<file path="src/rtl/credit_return_fifo.sv">
// Buffering FIFO that coalesces pop-side credits into batched returns for a downstream
// credit counter, flushing partial batches after an idle timeout.
module credit_return_fifo #(
    parameter int unsigned DATA_W   = 32,
    parameter int unsigned DEPTH    = 8,
    parameter int unsigned CREDIT_W = 10,
    parameter int unsigned BATCH    = 4,
    parameter int unsigned TIMEOUT  = 16
) (
    input  logic                    CLK,
    input  logic                    RST,
    input  logic                    enq__ENA,
    input  logic [DATA_W-1:0]       enq_v,
    output logic                    enq__RDY,
    input  logic                    deq__ENA,
    output logic [DATA_W-1:0]       deq,
    output logic                    deq__RDY,
    output logic                    credit__ENA,
    output logic [CREDIT_W-1:0]     credit_v,
    input  logic                    credit__RDY,
    output logic [$clog2(DEPTH):0]  count,
    output logic                    overflow
);

    localparam int unsigned AW = $clog2(DEPTH);
    localparam int unsigned CW = AW + 1;
    localparam int unsigned TW = $clog2(TIMEOUT + 1);

    logic [DATA_W-1:0]   mem_q [DEPTH];
    logic [AW-1:0]       wptr_q, wptr_d;
    logic [AW-1:0]       rptr_q, rptr_d;
    logic [CW-1:0]       count_q, count_d;
    logic [CREDIT_W-1:0] pend_q, pend_d;
    logic [TW-1:0]       timer_q, timer_d;
    logic                ovf_q, ovf_d;
    logic                push, pop, fire;

    always_comb begin
        enq__RDY    = (count_q != CW'(DEPTH)) && !RST;
        deq__RDY    = (count_q != '0) && !RST;
        push        = enq__ENA && enq__RDY;
        pop         = deq__ENA && deq__RDY;
        fire        = (pend_q >= CREDIT_W'(BATCH)) ||
                      ((pend_q != '0) && (timer_q == TW'(TIMEOUT)));
        credit__ENA = fire && credit__RDY && !RST;
        credit_v    = pend_q;
        deq         = mem_q[rptr_q];
        count       = count_q;
        overflow    = ovf_q;
    end

    always_comb begin
        // Pointers wrap for free because DEPTH is a power of two.
        wptr_d  = wptr_q + AW'(push);
        rptr_d  = rptr_q + AW'(pop);
        count_d = count_q + CW'(push) - CW'(pop);
        pend_d  = credit__ENA ? CREDIT_W'(pop) : pend_q + CREDIT_W'(pop);
        timer_d = timer_q;
        if (credit__ENA || (pend_q == '0)) begin
            timer_d = '0;
        end else if (timer_q != TW'(TIMEOUT)) begin
            timer_d = timer_q + TW'(1);
        end
        ovf_d = ovf_q | (enq__ENA && !enq__RDY && !RST);
    end

    always_ff @(posedge CLK) begin
        if (RST) begin
            wptr_q  <= '0;
            rptr_q  <= '0;
            count_q <= '0;
            pend_q  <= '0;
            timer_q <= '0;
            ovf_q   <= 1'b0;
        end else begin
            wptr_q  <= wptr_d;
            rptr_q  <= rptr_d;
            count_q <= count_d;
            pend_q  <= pend_d;
            timer_q <= timer_d;
            ovf_q   <= ovf_d;
        end
    end

    // Storage is never reset; push is already gated off during reset.
    always_ff @(posedge CLK) begin
        if (push) begin
            mem_q[wptr_q] <= enq_v;
        end
    end

endmodule

</file>
<file path="config.mk">
export PLATFORM = sky130hd
export DESIGN_NAME = credit_return_fifo
export DESIGN_NICKNAME = d
export VERILOG_FILES = /design/src/rtl/credit_return_fifo.sv
export SDC_FILE = /design/constraint.sdc
export NUM_CORES = 1
export LEC_CHECK = 0
export CORE_MARGIN = 2
export CORE_UTILIZATION = 58
export DETAILED_ROUTE_END_ITERATION = 8
export MAX_ROUTING_LAYER = met4
export PLACE_DENSITY = 0.79
export SKIP_CTS_REPAIR_TIMING = 1
export SYNTH_ARGS = -nofsm -noshare
export SYNTH_HDL_FRONTEND = slang
export SYNTH_SLANG_ARGS = --single-unit
</file>
<file path="constraint.sdc">
create_clock -name CLK -period 5.4 [get_ports CLK]
set_input_delay 0.81 -clock CLK [delete_from_list [all_inputs] [get_ports CLK]]
set_output_delay 0.81 -clock CLK [all_outputs]
set_load 0.05 [all_outputs]
</file>
Yosys cells after proc, flatten, opt, wreduce, memory -nomap -nowiden

Memories as Yosys holds them, arrays and structs flattened. A register that Yosys moved wholly into a read port is not among the register bits.
Index checks and enable logic that the tools add are counted.

Bits in registers: 26
Bits in writable memories: 256
Input bits: 37
Output and inout port bits: 50
Word-level logic and storage cells: 41
Memories kept: 1

Add/subtract/negate cells: 6
$lt $le $gt $ge: 1
Eq/ne operators: 3
Muxes and demuxes: 4
Bitwise gates (word level): 1
Reductions and logical operators: 18

Memories:

| name  | depth | bits a word | read ports | clocked after Yosys merged registers in | write ports | line | text |
|---|---|---|---|---|---|---|---|
| mem_q | 8     | 32          | 1          | 1                                       | 1           | 29   | `logic [DATA_W-1:0] mem_q [DEPTH];` |

Operators by type and width:

| kind                                                                    | number |
|---|---|
| 10-bit by 1-bit adder with 10-bit output                                | 1 |
| 10-bit by 3-bit >= comparator with 1-bit output (second input constant) | 1 |
| 10-bit logical NOT                                                      | 1 |
| 10-bit nonzero test                                                     | 1 |
| 1-bit logical AND                                                       | 9 |
| 3-bit by 1-bit adder with 3-bit output                                  | 2 |
| 5-bit by 1-bit adder with 5-bit output (second input constant)          | 1 |
| 5-bit == test (second input constant)                                   | 1 |
| 5-bit != test (second input constant)                                   | 1 |
| 4-bit by 1-bit adder with 4-bit output                                  | 1 |
| 4-bit != test (second input constant)                                   | 1 |
| 4-bit nonzero test                                                      | 1 |
| 2-bit OR reduction                                                      | 2 |
| 4-bit by 1-bit subtractor with 4-bit output                             | 1 |
| 1-bit 2-to-1 mux                                                        | 3 |
| 3-bit 2-to-1 mux                                                        | 1 |
| 1-bit logical NOT                                                       | 2 |
| 1-bit logical OR                                                        | 2 |
| 1-bit bitwise OR                                                        | 1 |

Longest topological paths before layout

Depth in word-level cells: 7
Depth in mapped cells: 11
Depth with buffers taken out: 11

Least setup slack after synthesis

No wires, ideal clock.

Path type: register to register
From: reg count_q[2] (netlist: count[2])
To: mem mem_q[0][0], enable pin
Setup time: 0.502 ns
Arrival time: 5.227 ns
Required time: 4.898 ns
Path slack: -0.329 ns
Stages on the path, launching flop included: 6
Path buffers: 0
Period minus slack after synthesis: 5.729 ns
Cells stage by stage: dfxtp_1 -> inv_1 -> ha_1 -> a21oi_1 -> nand2_1 -> nor4_1

Longest elaborated chain between the ends: 5

RTL lines:

| element                                | line | text |
|---|---|---|
| from (decl)                            | 32   | `logic [CW-1:0] count_q, count_d;` |
| from (signal assigned)                 | 78   | `count_q <= count_d;` |
| 4-bit != test                          | 39   | `enq__RDY = (count_q != CW'(DEPTH)) && !RST;` |
| 1-bit logical AND                      | 39   |  |
| via enq__RDY                           | 14   | `output logic enq__RDY,` |
| 1-bit logical AND                      | 41   | `push = enq__ENA && enq__RDY;` |
| 1-bit 2-to-1 mux                       | 87   | `if (push) begin` |
| 1-bit 2-to-1 mux (not written as such) | 88   | `mem_q[wptr_q] <= enq_v;` |
| to (decl)                              | 29   |  |

The timed path passes the listed nets, and every way through them passes these cells.

==> flow_metrics.py <==
metrics = {
    "timing": {
        "tightest_slew_ps": 1160,
        "slew_headroom": 0.227,
        "fmax_mhz": 244,
        "finalMaxSlewViolations": 0,
        "period_share": 0.757,
        "grt_setup_unrepaired": "false",
        "fin_tns_setup_ps": 0,
        "min_period_ps": 4090,
        "setup_viol_count_final": 0,
        "hold_violations": 0,
        "finClkSkew_ps": 6.41,
    },
    "synth": {
        "ys.flop_type": "edfxtp_1",
        "syn_inst": 515,
        "synth_area_leaders": "edfxtp_1, mux4_2, dfxtp_1",
        "yosysSeqAreaShare": 0.751,
        "netlist_area_sq_um": 10900,
        "synth_edf_count": 256,
        "yosys_warnings": 0,
        "synthArstFlopShare": 0,
        "ys_ff_latch": 282,
        "netlist.area_leader.share": 0.704,
        "synth.distinct_cells": 35,
        "yosys.area.top_type": "edfxtp_1",
        "synth.avg_cell_area_sq_um": 21.2,
        "syn-num-nets": 567,
    },
    "placement": {
        "hpwl_mm": 11.3,
        "portBuffers": 86,
        "gp_congestion": 0.778,
        "place_inst": 825,
    },
    "cts": {
        "cts_made_buffers": 27,
        "clockBufferDepth": 3,
        "cts_sinks": 282,
        "cts_max_level": 1,
        "clk_latency_ps": 520,
        "clk_pin_slew_worst_paths_ps": 60,
        "cts_tree": "yes",
        "cts_root_buffer": "clkbuf_16",
    },
    "route": {
        "first_iter_violations": 375,
        "num_vias": 5167,
        "viasPerCell": 5.91,
        "antenna_left": 0,
        "drc": 0,
        "wl_per_cell_microns": 22.6,
        "firstDrtPassIters": 4,
        "totalWireLength_mm": 19.7,
    },
    "power": {
        "p_leak_uw": 0.00409,
        "ir_worst_vdd_v": 0.000256,
        "powerDensity_nw_per_um2": 400,
    },
    "critical_path": {
        "start_kind": "flop",
        "required_ps": 4590,
        "path_max_fanout": 39,
        "cp-end-kind": "output port",
        "worstSetupPathType": "reg -> out",
        "worstPathCellList": "buf_12, mux4_2, mux2_2, clkdlybuf4s50_1",
        "cp_data_arrival_time_ps": 3280,
        "critPathSlowestCell": "dfxtp_4",
        "slowest_delay_ps": 860,
    },
    "finish": {
        "layoutNonFillerInstCount": 874,
        "layout.nets": 672,
        "layout_common_cells": "edfxtp_1, clkdlybuf4s50_1, mux4_2",
        "area_growth_pct": 18.1,
        "post-route-util": 0.695,
        "antenna-diode-count": 0,
        "final_common_cell": "edfxtp_1",
        "layout-drive-gt1-share": 0.247,
    },
    "floorplanning": {
        "num_rows": 50,
        "dieHeight_microns": 141,
        "fp.dieW_microns": 141,
        "die-area_sq_um": 19900,
        "io-pin-count": 87,
        "core_region_area_sq_um": 18600,
        "start_util": 0.588,
    },
    "global_routing": {
        "grt_pass1_vias": 5472,
        "grt_pass1_wl_mm": 30.8,
        "grt_usage": 0.210,
        "antenna_found_initial": 0,
        "grt_max_degree": 66,
        "overflow": 0,
    },
    "status": {
        "run_status": "finished, final reports clean",
    },
    "min_path": {
        "worst_hold_path_type": "reg -> reg",
    },
    "flow_run": {
        "maxCapViolations": 0,
    },
}
==> area by class of cell <==
cell class                      instances  area, sq um
Clock inverter                         19          111
Inverter                               11         41.3
Multi-Input combinational cell        201         2600
Sequential cell                       282         8220
Fill cell                            1147         5670
Tap cell                              234          293
Timing Repair Buffer                   97          956
Clock buffer                           30          687
==> state kept, by name (all words and copies together) (netlist names) <==
signal and cells:
credit_v 10, rptr_q 3, count 4, overflow 1, wptr_q 3, timer_q 5, mem_q 256
==> cells in the mapped netlist, types with 2 or more instances <==
master,number
buf_6,6
nand3_1,4
ha_1,14
xnor2_1,7
a31oi_1,2
nor2b_1,6
mux4_2,64
dfxtp_1,26
a21o_1,2
mux2_2,33
clkbuf_1,6
inv_1,11
nand2b_1,2
buf_2,3
nor3_1,5
a21oi_1,4
xor2_1,8
nand2_1,10
nor2_1,26
edfxtp_1,256
nor3_2,2
buf_1,5
==> worst paths after layout <==
path,from,to,slack [ps],cells after the start
setup / recovery,rptr_q[0],deq[13],1310,4
hold / removal,overflow,overflow,480,2
setup reg to reg,count[2],mem_q[7][17],2570,7
hold reg to reg,overflow,overflow,480,2
==> worst max-delay path: cells and delay by family (launching register included) <==
family / cells / cell delay, ps
buf+inv: 2 / 1040
flops: 1 / 860
mux: 2 / 840
==> layer usage <==
| layer | up-vias | track usage | share of wire |
|---|---|---|---|
| li1 | 2299 | - | - |
| met1 | 2695 | 0.264 | 0.40 |
| met2 | 140 | 0.367 | 0.53 |
| met3 | 33 | 0.0357 | 0.047 |
| met4 | 0 | 0.0447 | 0.016 |
| met5 | - | - | 0 |
==> where the power goes <==
| part | internal, uW | leakage, uW | switching, uW | total [uW] |
|---|---|---|---|---|
| Sequential | 2450 | 0.00252 | 82.8 | 2530 |
| Combinational | 418 | 0.00117 | 510 | 928 |
| Clock | 956 | 0.000387 | 744 | 1700 |
==> cells by family after synthesis <==
logic type | count (synthesis) | share of synthesized area
adders and majority gates | 15 | 0.0179
DFF | 282 | 0.751
muxes | 97 | 0.166
xor gates and xnor gates | 15 | 0.0120
AOI/OAI and AO/OA | 10 | 0.00596
and+or+nand+nor | 64 | 0.0310
buffers and inverters | 32 | 0.0158
==> per-stage QoR <==
step	hold WS, ps	power, uW	cell area, sq um	setup slack [ps]
floorplan	462	3230	10900	386
global placement	472	3490	12100	1700
detailed placement	478	3510	12100	1530
CTS	492	5210	12900	1220
global route	520	5340	12900	1110
finish	483	5160	12900	1310
Power figures use the tool's default switching activity.
